===== src/rtl/cdb_arbiter_pkg.sv =====
// Shared definitions for the CDB arbiter slice: lane counts, tag type,
// FU lane indices and small helpers used by the grant and statistics logic.
// Optional feature macro: CDB_ARB_STATS_EN (statistics counters in cdb_arbiter).
package cdb_arbiter_pkg;

    localparam int NUM_FU         = 8;
    localparam int SS_SIZE        = 3;
    localparam int PREG_W         = 6;
    localparam int CDB_FIFO_DEPTH = 2;

    localparam int FIFO_PTR_W = $clog2(CDB_FIFO_DEPTH);
    localparam int FIFO_CNT_W = FIFO_PTR_W + 1;
    localparam int FU_IDX_W   = $clog2(NUM_FU);
    localparam int SLOT_W     = $clog2(SS_SIZE + 1);

    typedef logic [PREG_W-1:0] phys_reg_t;

    // Fixed FU lane order as wired into the arbiter
    typedef enum logic [FU_IDX_W-1:0] {
        FU_IDX_ALU0,
        FU_IDX_ALU1,
        FU_IDX_ALU2,
        FU_IDX_LD,
        FU_IDX_ST,
        FU_IDX_MULT0,
        FU_IDX_MULT1,
        FU_IDX_BR
    } fu_idx_e;

    // Lane index after 'lane', wrapping at NUM_FU
    function automatic logic [FU_IDX_W-1:0] next_lane(input logic [FU_IDX_W-1:0] lane);
        return (int'(lane) == NUM_FU - 1) ? '0 : lane + FU_IDX_W'(1);
    endfunction

    // Number of CDB lanes broadcasting in a cycle
    function automatic logic [31:0] lane_popcount(input logic [SS_SIZE-1:0] v);
        logic [31:0] n;
        n = '0;
        for (int i = 0; i < SS_SIZE; i++) begin
            n = n + {31'b0, v[i]};
        end
        return n;
    endfunction

endpackage


===== src/rtl/cdb_arbiter_fifo.sv =====
// Per-FU completion FIFO holding destination tags waiting for a CDB slot.
// A push while full is ignored; flush empties the FIFO and wins over push/pop.
module cdb_fu_fifo
    import cdb_arbiter_pkg::*;
(
    input  logic      clock,
    input  logic      reset,
    input  logic      flush,
    input  logic      push,
    input  phys_reg_t push_tag,
    input  logic      pop,
    output phys_reg_t head,
    output logic      empty,
    output logic      full
);

    phys_reg_t             mem [CDB_FIFO_DEPTH];
    logic [FIFO_PTR_W-1:0] wr_ptr;
    logic [FIFO_PTR_W-1:0] rd_ptr;
    logic [FIFO_CNT_W-1:0] count;
    logic                  do_push;
    logic                  do_pop;

    assign empty   = (count == '0);
    assign full    = (count == FIFO_CNT_W'(CDB_FIFO_DEPTH));
    assign do_push = push && !full;
    assign do_pop  = pop && !empty;
    assign head    = mem[rd_ptr];

    // Pointer and occupancy bookkeeping; pointers wrap naturally at the depth
    always_ff @(posedge clock) begin
        if (!reset || flush) begin
            wr_ptr <= '0;
            rd_ptr <= '0;
            count  <= '0;
        end else begin
            if (do_push) begin
                wr_ptr <= wr_ptr + FIFO_PTR_W'(1);
            end
            if (do_pop) begin
                rd_ptr <= rd_ptr + FIFO_PTR_W'(1);
            end
            count <= count + FIFO_CNT_W'(do_push) - FIFO_CNT_W'(do_pop);
        end
    end

    // Tag storage; contents only matter while counted as occupied
    always_ff @(posedge clock) begin
        if (do_push) begin
            mem[wr_ptr] <= push_tag;
        end
    end

endmodule


===== src/rtl/cdb_arbiter.sv =====
// Common-data-bus arbiter: buffers FU completions per lane and broadcasts up
// to SS_SIZE tags per cycle in round-robin order, with an empty-FIFO bypass.
// Optional feature macro: CDB_ARB_STATS_EN adds stall_cycles and bcast_cnt.
module cdb_arbiter
    import cdb_arbiter_pkg::*;
(
    input  logic                           clock,
    input  logic                           reset,
    input  logic                           flush,
    input  logic [NUM_FU-1:0]              fu_done,
    input  logic [NUM_FU-1:0]              fu_has_dest,
    input  logic [NUM_FU-1:0][PREG_W-1:0]  fu_tag,
    output logic [NUM_FU-1:0]              fu_stall,
    output logic [SS_SIZE-1:0]             cdb_valid,
    output logic [SS_SIZE-1:0][PREG_W-1:0] cdb_tag
`ifdef CDB_ARB_STATS_EN
    ,
    output logic [31:0]                    stall_cycles,
    output logic [31:0]                    bcast_cnt
`endif
);

    logic [NUM_FU-1:0]              push_req;
    logic [NUM_FU-1:0]              cand;
    logic [NUM_FU-1:0][PREG_W-1:0]  cand_tag;
    logic [NUM_FU-1:0]              grant;
    logic [NUM_FU-1:0]              fifo_push;
    logic [NUM_FU-1:0]              fifo_pop;
    logic [NUM_FU-1:0]              fifo_empty;
    logic [NUM_FU-1:0]              fifo_full;
    logic [NUM_FU-1:0][PREG_W-1:0]  fifo_head;

    logic [FU_IDX_W-1:0]            rr_ptr;
    logic [FU_IDX_W-1:0]            rr_next;
    logic [FU_IDX_W-1:0]            scan_lane;
    logic [SLOT_W-1:0]              slot;
    logic [SS_SIZE-1:0]             valid_next;
    logic [SS_SIZE-1:0][PREG_W-1:0] tag_next;

    // Stall comes straight from registered occupancy
    assign fu_stall = fifo_full;

    for (genvar i = 0; i < NUM_FU; i++) begin : g_fifo
        cdb_fu_fifo u_fifo (
            .clock    (clock),
            .reset    (reset),
            .flush    (flush),
            .push     (fifo_push[i]),
            .push_tag (fu_tag[i]),
            .pop      (fifo_pop[i]),
            .head     (fifo_head[i]),
            .empty    (fifo_empty[i]),
            .full     (fifo_full[i])
        );
    end

    // Per-lane candidate: FIFO head if occupied, else the incoming tag as bypass
    always_comb begin
        push_req = '0;
        cand     = '0;
        cand_tag = '0;
        for (int i = 0; i < NUM_FU; i++) begin
            push_req[i] = fu_done[i] && fu_has_dest[i] && !fifo_full[i];
            cand[i]     = !fifo_empty[i] || push_req[i];
            cand_tag[i] = fifo_empty[i] ? fu_tag[i] : fifo_head[i];
        end
    end

    // Round-robin scan from rr_ptr, granting up to SS_SIZE lanes packed low
    always_comb begin
        grant      = '0;
        valid_next = '0;
        tag_next   = '0;
        rr_next    = rr_ptr;
        slot       = '0;
        scan_lane  = rr_ptr;
        for (int s = 0; s < NUM_FU; s++) begin
            scan_lane = FU_IDX_W'((int'(rr_ptr) + s) % NUM_FU);
            if (cand[scan_lane] && (slot < SLOT_W'(SS_SIZE))) begin
                grant[scan_lane] = 1'b1;
                valid_next[slot] = 1'b1;
                tag_next[slot]   = cand_tag[scan_lane];
                rr_next          = next_lane(scan_lane);
                slot             = slot + SLOT_W'(1);
            end
        end
    end

    // A granted bypass never enters the FIFO; a granted occupied lane pops its head
    always_comb begin
        fifo_push = '0;
        fifo_pop  = '0;
        for (int i = 0; i < NUM_FU; i++) begin
            fifo_push[i] = push_req[i] && !(grant[i] && fifo_empty[i]) && !flush;
            fifo_pop[i]  = grant[i] && !fifo_empty[i] && !flush;
        end
    end

    // Registered CDB outputs and round-robin pointer; flush squashes the grant
    always_ff @(posedge clock) begin
        if (!reset || flush) begin
            cdb_valid <= '0;
            cdb_tag   <= '0;
            rr_ptr    <= '0;
        end else begin
            cdb_valid <= valid_next;
            cdb_tag   <= tag_next;
            rr_ptr    <= rr_next;
        end
    end

`ifdef CDB_ARB_STATS_EN
    logic [32:0] bcast_sum;

    assign bcast_sum = {1'b0, bcast_cnt} + {1'b0, lane_popcount(cdb_valid)};

    // Saturating activity counters; only reset clears them, flush does not
    always_ff @(posedge clock) begin
        if (!reset) begin
            stall_cycles <= '0;
            bcast_cnt    <= '0;
        end else begin
            if ((|fu_stall) && (stall_cycles != '1)) begin
                stall_cycles <= stall_cycles + 32'd1;
            end
            bcast_cnt <= bcast_sum[32] ? '1 : bcast_sum[31:0];
        end
    end
`endif

endmodule


===== config.mk =====
export PLATFORM = sky130hd
export DESIGN_NAME = cdb_arbiter
export DESIGN_NICKNAME = d
export VERILOG_FILES = /design/src/rtl/cdb_arbiter_pkg.sv /design/src/rtl/cdb_arbiter_fifo.sv /design/src/rtl/cdb_arbiter.sv
export SDC_FILE = /design/constraint.sdc
export NUM_CORES = 1
export LEC_CHECK = 0
export BUFFER_PORTS_ARGS = -buffer_cell sky130_fd_sc_hd__buf_2
export CORE_ASPECT_RATIO = 0.7
export CORE_MARGIN = 2
export CORE_UTILIZATION = 23
export DETAILED_ROUTE_END_ITERATION = 16
export HOLD_SLACK_MARGIN = 0.03
export PLACE_DENSITY = 0.43
export SYNTH_ARGS = -nofsm -noshare
export SYNTH_HDL_FRONTEND = slang
export SYNTH_SLANG_ARGS = --single-unit

===== constraint.sdc =====
create_clock -name clock -period 11.4 [get_ports clock]
set_input_delay 1.14 -clock clock [delete_from_list [all_inputs] [get_ports clock]]
set_output_delay 1.14 -clock clock [all_outputs]
set_load 0.01 [all_outputs]

Word-level counts from Yosys, hierarchy flattened:

Memories as Yosys holds them, arrays and structs flattened. A register that Yosys moved wholly into a read port is not among the register bits.
Index checks and enable logic that the tools add are counted.

* output and inout bits: 29
* memory bits (writable): 96
* input bits: 67
* flip-flop bits (word level): 56
* memories: 8
* logic and storage cells: 465

* order comparisons: 37
* muxes and demuxes: 170
* bitwise gates (word level): 14
* add/sub/neg operators: 53
* eq/ne operators: 16
* reductions and logical operators: 138

Memories
* g_fifo[0].u_fifo.mem: depth 2, bits a word 6, rd ports 1, clocked after memory_dff 1, wr ports 1, RTL line cdb_arbiter_fifo.sv:17 `phys_reg_t mem [CDB_FIFO_DEPTH];`
* g_fifo[1].u_fifo.mem: depth 2, bits a word 6, rd ports 1, clocked after memory_dff 1, wr ports 1, RTL line cdb_arbiter_fifo.sv:17
* g_fifo[2].u_fifo.mem: depth 2, bits a word 6, rd ports 1, clocked after memory_dff 1, wr ports 1, RTL line cdb_arbiter_fifo.sv:17
* g_fifo[3].u_fifo.mem: depth 2, bits a word 6, rd ports 1, clocked after memory_dff 1, wr ports 1, RTL line cdb_arbiter_fifo.sv:17
* g_fifo[4].u_fifo.mem: depth 2, bits a word 6, rd ports 1, clocked after memory_dff 1, wr ports 1, RTL line cdb_arbiter_fifo.sv:17
* g_fifo[5].u_fifo.mem: depth 2, bits a word 6, rd ports 1, clocked after memory_dff 1, wr ports 1, RTL line cdb_arbiter_fifo.sv:17
* +2 memories

Operators with widths (count)
* $bmux W6 S3: 8
* $mux W6: 24
* $bwmux W18: 7
* $mux W18: 7
* $logic_and A1 B1 Y1: 94
* $demux W6 S2: 7
* $mux W3: 23
* $mux W8: 8
* $mux W1: 57
* $or A8 B8 Y8: 7
* $lt A3 B4 Y1 const B: 8
* $add A3 B1 Y3 const B: 9
* $logic_not A1 Y1: 26
* $bmux W1 S3: 8
* $demux W1 S3: 8
* $eq A3 B1 Y1 const B: 8
* $ge A3 B1 Y1 const B: 8
* $lt A2 B3 Y1 const B: 7
* $or A3 B3 Y3: 6
* $add A1 B1 Y1 const B: 16
* $add A2 B1 Y2: 8
* $eq A2 B2 Y1 const B: 8
* $logic_not A2 Y1: 8
* $sub A2 B1 Y2: 8
* 10 further kinds: 50

Longest topological paths before layout:

* depth after elaboration: 35
* gate-level depth with buffers: 46

Modules after synthesis:

From an unflattened synthesis, not the netlist that was laid out.

* cells, all modules: 1212
* area, all modules: 12102.9 µm²

By module, submodules not included
* cdb_arbiter: instances 1, area each 6715.2 µm², sequential area each 480.5 µm², cells each 831
* cdb_fu_fifo (g_fifo[0].u_fifo ...): instances 5, area each 674.4 µm², sequential area each 460.4 µm², cells each 48
* cdb_fu_fifo (g_fifo[3].u_fifo ...): instances 3, area each 671.9 µm², sequential area each 460.4 µm², cells each 47

Worst setup path after synthesis:

No wires, ideal clock.

* path type: register to register
* from: register rr_ptr[0]
* to: register g_fifo[1].u_fifo.count[1]
* stages on the path, launching flop included: 45
* arrival: 10.150 ns
* period minus slack after synthesis: 10.277 ns
* path buffers: 8
* library setup time: 0.128 ns
* path slack: 1.123 ns
* path through: dfxtp_1 > inv_2 > buf_1 > clkbuf_1 > clkbuf_1 > ha_1 > buf_1 > mux2i_1 > mux2i_1 > mux2i_1 > inv_1 > fa_1 > ha_1 > nand2b_1 > a2bb2o_4 > clkbuf_1 > a31o_1 > o22ai_1 > [9 not listed] > clkbuf_1 > nand2_1 > a21boi_0 > ha_1 > nor4_1 > or2_2 > clkbuf_1 > clkbuf_1 > nand2_1 > and2_1 > nand2_1 > a211oi_1 > ha_1 > inv_1 > ha_1 > xor2_1 > xnor2_1 > nor2_1

* elaborated cells between the ends (all ways): 115
* classes of those cells: 15 x add/sub; 23 x order compare; 47 x mux; 7 x bitwise; 23 x reduce/logical

RTL lines
* start, declared: RTL line cdb_arbiter.sv:33 `logic [FU_IDX_W-1:0] rr_ptr;`
* start signal, assigned: RTL line cdb_arbiter.sv:108 `rr_ptr <= rr_next;`
* $bmux W1 S3: RTL line cdb_arbiter.sv:79 `if (cand[scan_lane] && (slot < SLOT_W'(SS_SIZE))) begin`
* $mux W1 (not written as such): RTL line cdb_arbiter.sv:79
* $mux W1: RTL line cdb_arbiter.sv:79
* $lt A2 B2 Y1: RTL line cdb_arbiter.sv:79
* $logic_and A1 B1 Y1: RTL line cdb_arbiter.sv:79
* $mux W2: RTL line cdb_arbiter.sv:79
* $lt A2 B2 Y1: RTL line cdb_arbiter.sv:79
* $logic_and A1 B1 Y1: RTL line cdb_arbiter.sv:79
* [12 not listed]
* $mux W2: RTL line cdb_arbiter.sv:79
* $lt A2 B2 Y1: RTL line cdb_arbiter.sv:79
* $logic_and A1 B1 Y1: RTL line cdb_arbiter.sv:79
* $mux W8 (*): RTL line cdb_arbiter.sv:79
* $logic_and A1 B1 Y1 (*) (2 in a row): RTL line cdb_arbiter.sv:95 `fifo_pop[i] = grant[i] && !fifo_empty[i] && !flush;`
* $logic_and A1 B1 Y1 (*): RTL line cdb_arbiter_fifo.sv:27 `assign do_pop = pop && !empty;`
* named net g_fifo[1].u_fifo.do_pop: RTL line cdb_arbiter_fifo.sv:22 `logic do_pop;`
* $sub A2 B1 Y2 (*): RTL line cdb_arbiter_fifo.sv:43 `count <= count + FIFO_CNT_W'(do_push) - FIFO_CNT_W'(do_pop);`
* end signal, assigned: RTL line cdb_arbiter_fifo.sv:43
* end, declared: RTL line cdb_arbiter_fifo.sv:20 `logic [FIFO_CNT_W-1:0] count;`

The timed path passes the listed nets; every way through them passes the cells marked *. The select of a mux whose other input is x is not followed.
A chain may end at the register's enable or synchronous reset.

Final worst setup path:

* from: register rr_ptr[1]
* to: register g_fifo[2].u_fifo.count[1]

* elaborated cells between the ends (all ways): 115
* classes of those cells: 15 x add/sub; 23 x order compare; 47 x mux; 7 x bitwise; 23 x reduce/logical

RTL lines (RTL line)
* $bmux W1 S3: cdb_arbiter.sv:79
* $mux W1 (not written as such): cdb_arbiter.sv:79
* $mux W1: cdb_arbiter.sv:79
* $lt A2 B2 Y1: cdb_arbiter.sv:79
* $logic_and A1 B1 Y1: cdb_arbiter.sv:79
* $mux W2: cdb_arbiter.sv:79
* $lt A2 B2 Y1: cdb_arbiter.sv:79
* $logic_and A1 B1 Y1: cdb_arbiter.sv:79
* [12 not listed]
* $mux W2: cdb_arbiter.sv:79
* $lt A2 B2 Y1: cdb_arbiter.sv:79
* $logic_and A1 B1 Y1: cdb_arbiter.sv:79
* $mux W8 (*): cdb_arbiter.sv:79
* $logic_and A1 B1 Y1 (*) (2 in a row): cdb_arbiter.sv:95
* $logic_and A1 B1 Y1 (*): cdb_arbiter_fifo.sv:27
* named net g_fifo[2].u_fifo.do_pop: cdb_arbiter_fifo.sv:22
* $sub A2 B1 Y2 (*): cdb_arbiter_fifo.sv:43
* end signal, assigned: cdb_arbiter_fifo.sv:43
* end, declared: cdb_arbiter_fifo.sv:20

Marked as above.

==> flow_summary.yaml <==
status:
  outcome: "finished clean"
sta:
  drv_slew: 0
  hold_ws_ps: 479
  tns_ps: 0
  setup_viol: 0
  fmax_mhz: 94.2
  timing.slew.headroom_pct: 29.1
  rsz0062_at_grt: "no"
  period_needed_ps: 10610
  fin_crit_sh_pct: 93.1
  finalHoldViolations: 0
  clock_skew_ps: 17.8
  fin_ws_ps: 790
  tightestPinTransition_ps: 1060
critical_path:
  crit_required_ps: 11720
  cp-start-kind: "flop"
  r2r-start: "rr_ptr[1]$_SDFFE_PP0P_"
  crit_top_cell: "ha_1"
  critPathKind: "reg2reg"
  cp.arrival_ps: 10930
  slowest_delay_ps: 680
  ff2ff_path_depth: 38
  r2r_end: "g_fifo[2].u_fifo.count[1]$_SDFF_PP0_"
  cp_slowest_cell: "dfxtp_1"
  cp_max_fo: 19
  timing.critical_path.from: "rr_ptr[1]$_SDFFE_PP0P_"
  critPathCapture: "g_fifo[2].u_fifo.count[1]$_SDFF_PP0_"
  end_kind: "flop"
  r2r_slack_ps: 790
synth:
  synthTopCellsByArea: "edfxtp_1, dfxtp_1, mux4_2, mux2i_1, ha_1"
  netlist_area_um2: 11700
  synthTopCellsByCount: "nor2_1, mux2i_1, edfxtp_1, nand2_1, a21oi_1"
  synth.distinct_cells: 79
  ys_ff_latch: 160
  netlist_instances: 1210
  synth_top_area_share_pct: 24.6
  synth_most_common_cell: "nor2_1"
  ys_seq_area_share_pct: 35.6
  synth_top_area_cell: "edfxtp_1"
  yosys_warnings: 0
  synthesis.nets: 1331
  synth_edf_count: 96
  synth_ff_type: "edfxtp_1"
  syn-mean-instance-area_um2: 9.67
  async_reset_ff_share_pct: 0
power:
  p_clk_share_pct: 15.3
  ir_worst_vdd_mv: 0.212
  p_comb_share_pct: 66.5
  seq_power_share_pct: 18.2
  leakage_nw: 5.14
  p_int_mw: 1.84
  p_per_area_nw_per_um2: 279
  netSwitchingFraction_pct: 51.2
  p_sw_mw: 1.93
routing:
  vias_per_cell: 5.23
  antenna_left: 0
  firstDrtPassIters: 5
  num_vias: 10300
  wl_mm: 44.7
  avgRoutedWirePerCell_um: 22.8
  drc: 0
  drt-initial-drc-count: 1177
floorplanning:
  die_area_um2: 52700
  die_w_um: 274
  die_h_um: 193
  pin_count: 96
  rows: 69
  start_util_pct: 23.2
  core-area_um2: 50500
layout:
  drive_above_1_share_pct: 19.5
  syn2layout_area_growth_pct: 15.5
  antenna_cells: 0
  fill_cells: 5375
  nets: 1398
  stdcell_count: 1964
  fin_area_um2: 13500
cts:
  hold_buffers: 0
  tritoncts: "done"
  clk_latency_ps: 460
  cts_made_buffers: 17
  htreeDepth: 4
  cts-root-buf: "clkbuf_16"
  clk_pin_slew_ps: 70
  cts_sinks: 160
  clock_path_buffers: 2
grt:
  antenna_found_initial: 0
  overflow: 0
  track_usage_pct: 17.1
  grt_pass1_vias: 9713
  grt_max_degree: 44
  grt_pass1_wl_mm: 65.3
placed_design:
  gp_congestion: 0.954
  dpl.hpwl_mm: 35.6
  io_buffers: 95
  dp_slack_ps: 541
  place_area_um2: 12900
  place_inst: 1932
min_path:
  hp-class: "reg2reg"
  hp-start: "g_fifo[6].u_fifo.wr_ptr$_SDFFE_PP0N_"
run:
  drv_cap: 0
==> worst max-delay path: cells and delay by family (launching register included) <==
family	cells	cell delay [ps]
compound gates	8	2410
flops	1	680
buf+inv	8	1420
fa+ha+maj	8	2180
xor+xnor	4	1050
simple gates	7	2060
mux	3	650
==> registers in the layout, summed over array words and instances, names as in the netlist, named ones only <==
| register | cells |
|---|---|
| g_fifo.u_fifo.rd_ptr | 8 |
| rr_ptr | 3 |
| cdb_valid | 3 |
| cdb_tag | 18 |
| g_fifo.u_fifo.mem | 96 |
| g_fifo.u_fifo.wr_ptr | 8 |
| g_fifo.u_fifo.count | 16 |
==> power by group through the flow <==
stage	logic, mW	registers (mW)	clock network [mW]
global placement	2.45	0.698	0
floorplan	1.61	0.692	0
detailed placement	2.43	0.699	0
CTS	2.44	0.686	0.593
finish	2.51	0.684	0.577
global route	2.70	0.690	0.615
==> worst min path at each step <==
stage / to / slack, ps / cells past startpoint
6_report: g_fifo[6].u_fifo.wr_ptr$_SDFFE_PP0N_ / 480 / 2
4_1_cts: g_fifo[6].u_fifo.wr_ptr$_SDFFE_PP0N_ / 480 / 2
2_1_floorplan: g_fifo[5].u_fifo.wr_ptr$_SDFFE_PP0N_ / 450 / 2
5_1_grt: g_fifo[1].u_fifo.wr_ptr$_SDFFE_PP0N_ / 500 / 2
3_3_place_gp: g_fifo[1].u_fifo.wr_ptr$_SDFFE_PP0N_ / 460 / 2
3_5_place_dp: g_fifo[7].u_fifo.wr_ptr$_SDFFE_PP0N_ / 470 / 2
==> layout make-up <==
type | instances | area (um^2) | share of cell area, %
Clock buffer | 19 | 433 | 3.20
Clock inverter | 13 | 139 | 1.03
Inverter | 47 | 176 | 1.31
Multi-Input combinational cell | 925 | 7050 | 52.2
Sequential cell | 160 | 4170 | 30.8
Tap cell | 674 | 843 | 6.24
Timing Repair Buffer | 126 | 708 | 5.24
==> cell families (layout without fill, tap and decap cells) <==
group	after synthesis	count (layout)	share of synthesized area, %
and+or+nand+nor	378	378	15.0
DFF	160	160	35.6
xor gates and xnor gates	20	20	1.88
AOI/OAI and AO/OA	310	310	18.1
buffers and inverters	125	205	4.36
adders and majority gates	54	54	5.84
muxes	163	163	19.3
==> routing by layer <==
layer / track usage, % / part of all wire (%) / up-vias
li1: - / - / 4726
met5: 0 / 0 / -
met3: 6.52 / 11 / 35
met1: 24.3 / 47 / 5062
met4: 4.01 / 1.6 / 0
met2: 24.1 / 40 / 447
==> layout by cell type (no fill, tap or decap), types with 8 or more instances in the layout <==
| cell type | netlist | routed |
|---|---|---|
| a311oi_1 | 8 | 8 |
| and2_1 | 17 | 17 |
| clkbuf_16 | 0 | 17 |
| nor3_1 | 29 | 28 |
| buf_2 | 3 | 95 |
| ha_1 | 53 | 53 |
| nand3_1 | 26 | 26 |
| nand2b_1 | 12 | 11 |
| a211o_1 | 10 | 10 |
| a21oi_1 | 79 | 79 |
| xnor2_1 | 10 | 10 |
| nand4_1 | 10 | 10 |
| or2_2 | 14 | 14 |
| a211oi_1 | 19 | 19 |
| nor2_1 | 139 | 139 |
| mux2i_1 | 97 | 97 |
| or3_1 | 9 | 9 |
| inv_1 | 43 | 43 |
| mux2_2 | 18 | 18 |
| o22ai_1 | 15 | 15 |
| o221ai_1 | 9 | 9 |
| dfxtp_1 | 64 | 63 |
| mux4_2 | 48 | 48 |
| nand2_1 | 84 | 84 |
| a31oi_1 | 11 | 11 |
| buf_4 | 8 | 31 |
| a221oi_1 | 13 | 13 |
| o21a_1 | 13 | 13 |
| edfxtp_1 | 96 | 96 |
| nor2b_1 | 16 | 15 |
| o21ai_0 | 58 | 58 |
==> per-stage QoR <==
| stage | power, mW | utilization (%) |
|---|---|---|
| 2_1_floorplan | 2.30 | - |
| 4_1_cts | 3.72 | 26.7 |
| 6_report | 3.77 | 26.8 |
| 3_5_place_dp | 3.13 | 25.6 |
| 3_3_place_gp | 3.14 | 25.6 |
| 5_1_grt | 4.00 | 26.8 |
==> timing repair <==
item                                   CTS  global route
setup buffers                            0             0
gates resized for setup                  0             2
setup endpoints to repair                0             7
endpoints found under the hold margin    0             0
(Power assumes the default switching activity.)
